`src/rtl/pong_ball_ctrl_if.sv`:
```
// Signal bundle between the pong ball controller and its environment:
// game inputs (start, tick, paddles) and the LED shift-register / score outputs.
interface pong_ball_ctrl_if;
    logic       start;
    logic       tick;
    logic       btn_l;
    logic       btn_r;
    logic       side;
    logic       data;
    logic       shift_stb;
    logic [2:0] ball_pos;
    logic [3:0] score_l;
    logic [3:0] score_r;
    logic       game_over;

    modport master (
        output start, tick, btn_l, btn_r,
        input  side, data, shift_stb, ball_pos, score_l, score_r, game_over
    );

    modport slave (
        input  start, tick, btn_l, btn_r,
        output side, data, shift_stb, ball_pos, score_l, score_r, game_over
    );
endinterface

```
`src/rtl/pong_ball_ctrl.sv`:
```
// Pong ball controller: moves a single lit LED along an 8-bit shift register,
// handles paddle hits and misses, keeps score and declares the winner.
//
// state    | meaning
// ---------+-------------------------------------------------------------
// IDLE     | after reset, waiting for start
// SERVE    | next tick launches the ball from the current server's end
// MOVE_UP  | ball travelling from bit0 toward bit7 (player R must return)
// MOVE_DN  | ball travelling from bit7 toward bit0 (player L must return)
// POINT    | a point was just scored; next tick serves again or ends game
// OVER     | someone reached WIN_SCORE; scores frozen until start
module pong_ball_ctrl #(
    parameter int unsigned WIN_SCORE = 5
) (
    input logic            clk,
    input logic            rst,
    pong_ball_ctrl_if.slave bus
);

    typedef enum logic [2:0] {
        ST_IDLE,
        ST_SERVE,
        ST_MOVE_UP,
        ST_MOVE_DN,
        ST_POINT,
        ST_OVER
    } state_t;

    localparam logic [3:0] WIN = 4'(WIN_SCORE);

    state_t     state_q, state_d;
    logic       server_q, server_d;       // 0 = player L serves, 1 = player R
    logic       hit_l_q, hit_l_d;
    logic       hit_r_q, hit_r_d;
    logic       tick_q, tick_d;           // accepted tick, step executes next edge
    logic       shift_stb_q, shift_stb_d;
    logic       side_q, side_d;
    logic       data_q, data_d;
    logic [2:0] pos_q, pos_d;
    logic [3:0] score_l_q, score_l_d;
    logic [3:0] score_r_q, score_r_d;
    logic       game_over_q, game_over_d;
    logic       playing;

    always_comb begin
        state_d     = state_q;
        server_d    = server_q;
        side_d      = side_q;
        data_d      = data_q;
        pos_d       = pos_q;
        score_l_d   = score_l_q;
        score_r_d   = score_r_q;
        shift_stb_d = 1'b0;

        playing = (state_q == ST_SERVE) || (state_q == ST_MOVE_UP) ||
                  (state_q == ST_MOVE_DN) || (state_q == ST_POINT);
        // A tick is held off until the previous step's strobe has completed
        tick_d  = bus.tick && playing && !tick_q && !shift_stb_q;

        hit_r_d = (state_q == ST_MOVE_UP) && (pos_q == 3'd7) && (hit_r_q || bus.btn_r);
        hit_l_d = (state_q == ST_MOVE_DN) && (pos_q == 3'd0) && (hit_l_q || bus.btn_l);

        if (((state_q == ST_IDLE) || (state_q == ST_OVER)) && bus.start) begin
            score_l_d = 4'd0;
            score_r_d = 4'd0;
            server_d  = 1'b0;
            state_d   = ST_SERVE;
        end else if (tick_q) begin
            hit_l_d = 1'b0;
            hit_r_d = 1'b0;
            case (state_q)
                ST_SERVE: begin
                    shift_stb_d = 1'b1;
                    data_d      = 1'b1;
                    if (server_q) begin
                        side_d  = 1'b0;
                        pos_d   = 3'd7;
                        state_d = ST_MOVE_DN;
                    end else begin
                        side_d  = 1'b1;
                        pos_d   = 3'd0;
                        state_d = ST_MOVE_UP;
                    end
                end
                ST_MOVE_UP: begin
                    shift_stb_d = 1'b1;
                    data_d      = 1'b0;
                    if (pos_q != 3'd7) begin
                        side_d = 1'b1;
                        pos_d  = pos_q + 3'd1;
                    end else if (hit_r_q || bus.btn_r) begin
                        side_d  = 1'b0;
                        pos_d   = 3'd6;
                        state_d = ST_MOVE_DN;
                    end else begin
                        side_d    = 1'b1;
                        score_l_d = (score_l_q < WIN) ? score_l_q + 4'd1 : score_l_q;
                        server_d  = 1'b1;
                        state_d   = ST_POINT;
                    end
                end
                ST_MOVE_DN: begin
                    shift_stb_d = 1'b1;
                    data_d      = 1'b0;
                    if (pos_q != 3'd0) begin
                        side_d = 1'b0;
                        pos_d  = pos_q - 3'd1;
                    end else if (hit_l_q || bus.btn_l) begin
                        side_d  = 1'b1;
                        pos_d   = 3'd1;
                        state_d = ST_MOVE_UP;
                    end else begin
                        side_d    = 1'b0;
                        score_r_d = (score_r_q < WIN) ? score_r_q + 4'd1 : score_r_q;
                        server_d  = 1'b0;
                        state_d   = ST_POINT;
                    end
                end
                ST_POINT: begin
                    state_d = ((score_l_q == WIN) || (score_r_q == WIN)) ? ST_OVER : ST_SERVE;
                end
                default: begin
                end
            endcase
        end

        game_over_d = (state_d == ST_OVER);
    end

    always_ff @(posedge clk or negedge rst) begin
        if (!rst) begin
            state_q     <= ST_IDLE;
            server_q    <= 1'b0;
            hit_l_q     <= 1'b0;
            hit_r_q     <= 1'b0;
            tick_q      <= 1'b0;
            shift_stb_q <= 1'b0;
            side_q      <= 1'b0;
            data_q      <= 1'b0;
            pos_q       <= 3'd0;
            score_l_q   <= 4'd0;
            score_r_q   <= 4'd0;
            game_over_q <= 1'b0;
        end else begin
            state_q     <= state_d;
            server_q    <= server_d;
            hit_l_q     <= hit_l_d;
            hit_r_q     <= hit_r_d;
            tick_q      <= tick_d;
            shift_stb_q <= shift_stb_d;
            side_q      <= side_d;
            data_q      <= data_d;
            pos_q       <= pos_d;
            score_l_q   <= score_l_d;
            score_r_q   <= score_r_d;
            game_over_q <= game_over_d;
        end
    end

    assign bus.side      = side_q;
    assign bus.data      = data_q;
    assign bus.shift_stb = shift_stb_q;
    assign bus.ball_pos  = pos_q;
    assign bus.score_l   = score_l_q;
    assign bus.score_r   = score_r_q;
    assign bus.game_over = game_over_q;

endmodule

```
`src/flat_wrapper.sv`:
```
// flat-port wrapper written by rule: the top's interface ports become plain ports
module pong_ball_ctrl_flat 
#(
    parameter int unsigned WIN_SCORE = 5
)
  (clk, rst, bus_start, bus_tick, bus_btn_l, bus_btn_r, bus_side, bus_data, bus_shift_stb, bus_ball_pos, bus_score_l, bus_score_r, bus_game_over);
  pong_ball_ctrl_if bus_i ();
  input logic clk;
  input logic rst;
  input wire logic [$bits(bus_i.start)-1:0] bus_start;
  input wire logic [$bits(bus_i.tick)-1:0] bus_tick;
  input wire logic [$bits(bus_i.btn_l)-1:0] bus_btn_l;
  input wire logic [$bits(bus_i.btn_r)-1:0] bus_btn_r;
  output wire logic [$bits(bus_i.side)-1:0] bus_side;
  output wire logic [$bits(bus_i.data)-1:0] bus_data;
  output wire logic [$bits(bus_i.shift_stb)-1:0] bus_shift_stb;
  output wire logic [$bits(bus_i.ball_pos)-1:0] bus_ball_pos;
  output wire logic [$bits(bus_i.score_l)-1:0] bus_score_l;
  output wire logic [$bits(bus_i.score_r)-1:0] bus_score_r;
  output wire logic [$bits(bus_i.game_over)-1:0] bus_game_over;
  assign bus_i.start = bus_start;
  assign bus_i.tick = bus_tick;
  assign bus_i.btn_l = bus_btn_l;
  assign bus_i.btn_r = bus_btn_r;
  assign bus_side = bus_i.side;
  assign bus_data = bus_i.data;
  assign bus_shift_stb = bus_i.shift_stb;
  assign bus_ball_pos = bus_i.ball_pos;
  assign bus_score_l = bus_i.score_l;
  assign bus_score_r = bus_i.score_r;
  assign bus_game_over = bus_i.game_over;
  pong_ball_ctrl #(.WIN_SCORE(WIN_SCORE)) u_core (.clk(clk), .rst(rst), .bus(bus_i));
endmodule
```
`config.mk`:
```
export PLATFORM = sky130hd
export DESIGN_NAME = pong_ball_ctrl_flat
export DESIGN_NICKNAME = d
export VERILOG_FILES = /design/src/rtl/pong_ball_ctrl_if.sv /design/src/rtl/pong_ball_ctrl.sv /design/src/flat_wrapper.sv
export SDC_FILE = /design/constraint.sdc
export NUM_CORES = 1
export LEC_CHECK = 0
export ABC_AREA = 1
export BUFFER_PORTS_ARGS = -buffer_cell sky130_fd_sc_hd__buf_2
export CAP_MARGIN = 0
export CORE_ASPECT_RATIO = 0.75
export CORE_UTILIZATION = 40
export CTS_BUF_LIST = sky130_fd_sc_hd__clkbuf_8
export CTS_CLUSTER_SIZE = 40
export DETAILED_ROUTE_END_ITERATION = 8
export PLACE_DENSITY = 0.57
export SYNTH_ARGS = -nofsm -noshare
export SYNTH_HDL_FRONTEND = slang
export SYNTH_SLANG_ARGS = --single-unit
export TNS_END_PERCENT = 5
```
`constraint.sdc`:
```
create_clock -name clk -period 1.75 [get_ports clk]
set_input_delay 0.175 -clock clk [delete_from_list [all_inputs] [get_ports clk]]
set_output_delay 0.175 -clock clk [all_outputs]
set_load 0.02 [all_outputs]
```
After elaboration in Yosys (flattened, before gate mapping)
Index checks and enable logic that the tools add are counted.
{"block": "word_totals", "output_inout_bits": 15, "register_bits": 22}
{"block": "classes", "mux": 48, "reduce_logical": 36, "n_bitwise": 1, "n_lt_le_gt_ge": 2, "n_eq_ne": 20, "addsub": 4}
{"cell": "2-to-1 mux 4 bit", "count": 12}
{"cell": "2-to-1 mux 3 bit", "count": 12}
{"cell": "inequality test 3 bit, second input constant", "count": 7}
{"cell": "2-to-1 mux 1 bit", "count": 19}
{"cell": "AND reduction 5 bit", "count": 3}
{"cell": "== test 3 bit, second input constant", "count": 4}
{"cell": "case mux 3 bit (4 select lines)", "count": 1}
{"cell": "nonzero test 2 bit", "count": 6}
{"cell": "case mux 3 bit (3 select lines)", "count": 1}
{"cell": "nonzero test 3 bit", "count": 3}
{"cell": "adder 4 x 1 -> 4 bit, second input constant", "count": 2}
{"cell": "== test 4 x 3 -> 1 bit, second input constant", "count": 2}
{"cell": "logical AND 1 bit", "count": 8}
{"cell": "< comparator 4 x 3 -> 1 bit, second input constant", "count": 2}
{"cell": "logical OR 1 bit", "count": 7}
{"cell": "== test 3 x 2 -> 1 bit, second input constant", "count": 2}
{"cell": "zero test 3 bit", "count": 2}
{"cell": "AND reduction 3 bit", "count": 2}
{"cell": "AND reduction 6 bit", "count": 1}
{"cell": "inequality test 2 x 1 -> 1 bit, second input constant", "count": 2}
{"cell": "inequality test 2 bit, second input constant", "count": 2}
{"cell": "case mux 1 bit (2 select lines)", "count": 2}
{"cell": "adder 3 x 1 -> 3 bit, second input constant", "count": 1}
{"cell": "== test 3 x 1 -> 1 bit, second input constant", "count": 1}
{"cell": "other kinds (6)", "count": 7}

Logic depth before layout (Yosys ltp)
{"block": "logic_depth", "ltp_word": 7, "depth_mapped": 11, "ltp_nobuf": 11}

Worst setup path after synthesis
No wires, ideal clock.
{"block": "synth_path", "path_type": "reg2reg", "start": "register u_core.pos_q[0], in the netlist u_core.bus.ball_pos[0]", "end": "register u_core.score_r_q[0], in the netlist u_core.bus.score_r[0]", "slack_ns": 0.225, "setup_ns": 0.072, "synth_period_minus_slack_ns": 1.525, "arrival_ns": 1.453, "stages_incl_launch_ff": 10, "cell_sequence": "dfrtp_1 > inv_1 > ha_1 > inv_1 > nor2_2 > nand2_1 > nor2_1 > nand2_1 > xor2_1 > nor2_1"}
{"block": "synth_via", "elab_chain_len": 3}
{"element": "from (decl)", "line": "pong_ball_ctrl.sv:39", "text": "logic [2:0] pos_q, pos_d;"}
{"element": "from (signal assigned)", "line": "pong_ball_ctrl.sv:153", "text": "pos_q <= pos_d;"}
{"element": "nonzero test 3 bit", "line": "pong_ball_ctrl.sv:105", "text": "if (pos_q != 3'd0) begin"}
{"element": "inequality test 2 x 1 -> 1 bit (no source line)"}
{"element": "AND reduction 5 bit (no source line)"}
{"element": "to (signal assigned)", "line": "pong_ball_ctrl.sv:155", "text": "score_r_q <= score_r_d;"}
{"element": "to (decl)", "line": "pong_ball_ctrl.sv:41", "text": "logic [3:0] score_r_q, score_r_d;"}
Every way passes these cells.
A chain may end at the register's enable or synchronous reset.

Worst setup path in the final report
{"block": "layout_path", "start": "register u_core.pos_q[0], in the netlist u_core.bus.ball_pos[0]", "end": "register u_core.game_over_q, in the netlist u_core.bus.game_over"}
{"block": "layout_via", "elab_chain_len": 6, "elab_cells_between_ends": 8, "classes_between": "2 x eq/ne; 5 x mux; 1 x reduce/logical"}
{"element": "inequality test 3 bit / nonzero test 3 bit (equally long branches)", "line": "pong_ball_ctrl.sv:88, pong_ball_ctrl.sv:105"}
{"element": "2-to-1 mux 3 bit, on equally long branches", "line": "pong_ball_ctrl.sv:88, pong_ball_ctrl.sv:105"}
{"element": "case mux 3 bit (4 select lines) (*)", "line": "pong_ball_ctrl.sv:71", "text": "case (state_q)"}
{"element": "2-to-1 mux 3 bit (*)", "line": "pong_ball_ctrl.sv:68", "text": "end else if (tick_q) begin"}
{"element": "2-to-1 mux 3 bit (*)", "line": "pong_ball_ctrl.sv:63", "text": "if (((state_q == ST_IDLE) || (state_q == ST_OVER)) && bus.start) begin"}
{"element": "via u_core.state_d[0]", "line": "pong_ball_ctrl.sv:31", "text": "state_t state_q, state_d;"}
{"element": "== test 3 bit (*)", "line": "pong_ball_ctrl.sv:127", "text": "game_over_d = (state_d == ST_OVER);"}
{"element": "via u_core.game_over_d", "line": "pong_ball_ctrl.sv:42", "text": "logic game_over_q, game_over_d;"}
{"element": "to (signal assigned)", "line": "pong_ball_ctrl.sv:156", "text": "game_over_q <= game_over_d;"}
{"element": "to (decl)", "line": "pong_ball_ctrl.sv:42"}
The timed path passes the listed nets; every way through them passes the cells marked *.

==> results by group <==
Timing
  – Clk_skew: 2.18 ps
  – Hold WS: 146 ps
  – Actual slew at the worst max-slew pin: 512 ps
  – Setup TNS: 0 ps
  – RSZ-0062 raised after global routing: no
  – Final period util: 0.920
  – Hold Violations, Final: 0
  – Setup violators final: 0
  – Max frequency: 621 MHz
  – Tmin final: 1610 ps
  – Pins Over Slew Limit: 0
  – Relative slew slack: 0.659

Min path
  – Hold path cells: 3
  – Worst hold path type: in -> reg

Logic synthesis
  – Synthesized Nets: 186
  – Mean Syn Cell Area: 8.27 sq um
  – Post-synth ARST share: 1.00
  – Synth warn: 0
  – Synth cell types: 32
  – Seq/Total Area, Yosys: 0.389
  – Cells after Synth: 171
  – Post-synth EDFFs: 0
  – Synth Flop Type: dfrtp_1
  – Yosys reg bits: 22
  – Syn Std Cell Area: 0.00141 sq mm

Finish
  – Antenna Cells: 0
  – Area Overhead vs Synth: 14.6%
  – Finished Core Util: 0.486
  – Register area: 551 sq um
  – Area of the multi-input gates: 747 sq um
  – Layout cells sized above 1: 0.272
  – Nets: 211
  – # fillers: 334

Setup path
  – Stages on worst setup path: 11
  – WP data arrival: 1770 ps
  – Required time of the worst setup path: 1910 ps
  – Crit start category: flop
  – WP buf/inv: 3
  – Critical setup path kind: reg -> reg
  – Most common cell on crit path: nand2_1
  – Slowest stage cell, crit path: dfrtp_1
  – CP peak stage delay: 420 ps
  – Worst r2r path cells: 11
  – CP top delay family: simple AND/OR/NAND/NOR gates
  – Worst-path cell chain: inv_1 > ha_1 > inv_1 > nor2_2 > inv_1 > nand2_1 > nand2_1 > o21ai_0 > nand2_1 > nand2_1 > a21oi_2
  – CP max FO: 4
  – Crit. End Element: flop

Power
  – Max IR drop VDD: 0.845 mV
  – PwrDens: 1690 mW/mm^2
  – Cell leakage power: 0.827 nW

Clock network
  – Setup Buffers After CTS: 0
  – H-Tree Depth: 1
  – Clock Path Buffers: 2
  – Worst-Skew Late Latency: 260 ps
  – CTS tree: done
  – Worst-path clk slew: 80 ps
  – Clk root buf: clkbuf_8
  – CTS buffer count: 3
  – Total clock sinks: 22

Drt
  – Vias per Instance: 5.06
  – DR vias: 1188
  – Iter 0 DRT Violations: 52
  – DR pass1 iterations: 6
  – Residual DRC: 6
  – WL per Instance: 12.9 um
  – Drt total wl: 3040 um
  – Antenna viol nets, final: 0

Floorplan
  – DIE AREA: 0.00378 sq mm
  – Initial Util: 0.424
  – Die Wd: 70.7 um
  – Site Rows: 18
  – Die height: 53.5 um
  – Ports: 21
  – Core Region: 0.00333 sq mm

Outcome
  – Failing checks: design-rule violations
  – Status: finished, violations left

Global routing
  – Largest net degree at the start of global routing: 23
  – GRT overflow: 0
  – Vias in the first global route: 1079
  – First-pass GRT wire length: 5120 um
  – Gr usage total: 0.178
  – Initial antenna violation count: 0

Placement
  – Routability cong.: 0.908
  – Hpwl dp: 2340 um
  – Port Buffers: 20

Job
  – Max-cap violation count: 0
## kinds of logic after synthesis
kind of cell / Yosys count / share of synthesized area
compound gates: 30 / 0.130
buf+inv: 28 / 0.0841
flops: 22 / 0.389
xor+xnor: 4 / 0.0248
fa+ha+maj: 9 / 0.0796
simple gates: 78 / 0.292
## what timing repair did
item,4_1_cts,5_1_grt
hold buffers,1,0
gates resized for setup,0,1
endpoints found under the hold margin,22,0
setup endpoints to repair,0,3
## flip-flops by register name, summed over array words and instances, names as in the netlist
name and count:
u_core.bus.score_r 4, u_core.state_q 3, u_core.hit_l_q 1, u_core.tick_q 1
u_core.bus.data 1, u_core.bus.shift_stb 1, u_core.hit_r_q 1, u_core.bus.ball_pos 3
u_core.bus.game_over 1, u_core.server_q 1, u_core.bus.score_l 4, u_core.bus.side 1
## per-stage QoR
stage	instances	area [sq um]	total power, mW	setup slack, ps
after floorplan	171	1410	2.00	225
after global placement	230	1550	2.34	212
after detailed placement	230	1550	2.37	160
after CTS	235	1620	2.75	140
after global routing	235	1620	2.98	14.5
final	235	1620	2.73	140
## synth_stat cells, types with 2 or more instances
cell type	instances	share of area
nand4_1	3	0.013
a21oi_2	3	0.019
nor2_1	17	0.045
nor2_4	3	0.024
a21oi_1	4	0.014
inv_1	20	0.053
nand3_1	13	0.046
xor2_1	3	0.019
nand2_4	2	0.016
inv_2	4	0.011
ha_1	9	0.080
dfrtp_1	22	0.39
nor2_2	4	0.018
o21ai_0	17	0.060
nand2_1	25	0.066
nand2_2	6	0.027
## worst paths after layout
kind	start	end	slack [ps]
worst min-delay path	bus_tick	u_core.tick_q	150
max in group asynchronous	rst	u_core.server_q	1000
worst max-delay path	u_core.bus.ball_pos[0]	u_core.bus.game_over	140
min in group asynchronous	rst	u_core.tick_q	410
worst min register to register	u_core.bus.shift_stb	u_core.tick_q	410
worst max register to register	u_core.bus.ball_pos[0]	u_core.bus.game_over	140
## where the power goes
group	total, mW	internal (mW)	switching [mW]
registers	0.882	0.678	0.204
logic	1.49	0.495	0.992
clock network	0.365	0.200	0.165
total	2.73	1.37	1.36
## layout make-up
class / count / share of cell area
Timing Repair Buffer: 22 / 0.0726
Sequential cell: 22 / 0.340
Tap cell: 40 / 0.0309
Clock buffer: 4 / 0.0340
Inverter: 26 / 0.0618
Multi-Input combinational cell: 121 / 0.461
## worst min-delay path: cells and delay by family
| family | cells | cell delay, ps |
|---|---|---|
| simple gates | 2 | 110 |
| buf+inv | 1 | 100 |
## routing by layer
| metal | vias to the layer above | track usage | share of wire |
|---|---|---|---|
| li1 | 602 | - | - |
| met1 | 543 | 0.256 | 0.50 |
| met2 | 39 | 0.270 | 0.43 |
| met3 | 4 | 0.0457 | 0.065 |
| met4 | 0 | 0.0367 | 0.0082 |
| met5 | - | 0 | 0 |
## placed cells by master, fill, tap and decap left out, types with 2 or more instances in the layout
cell       n
nand2_1   25
nand3_1   13
nand2_4    2
xor2_1     3
a21oi_1    4
nor2_1    16
nand2_2    6
o21ai_0   17
nor2_4     3
inv_2      4
a21oi_2    3
inv_1     20
nor2_2     5
ha_1       9
dfrtp_1   22
clkbuf_8   4
nand4_1    3
buf_2     20
(Power assumes the default switching activity.)
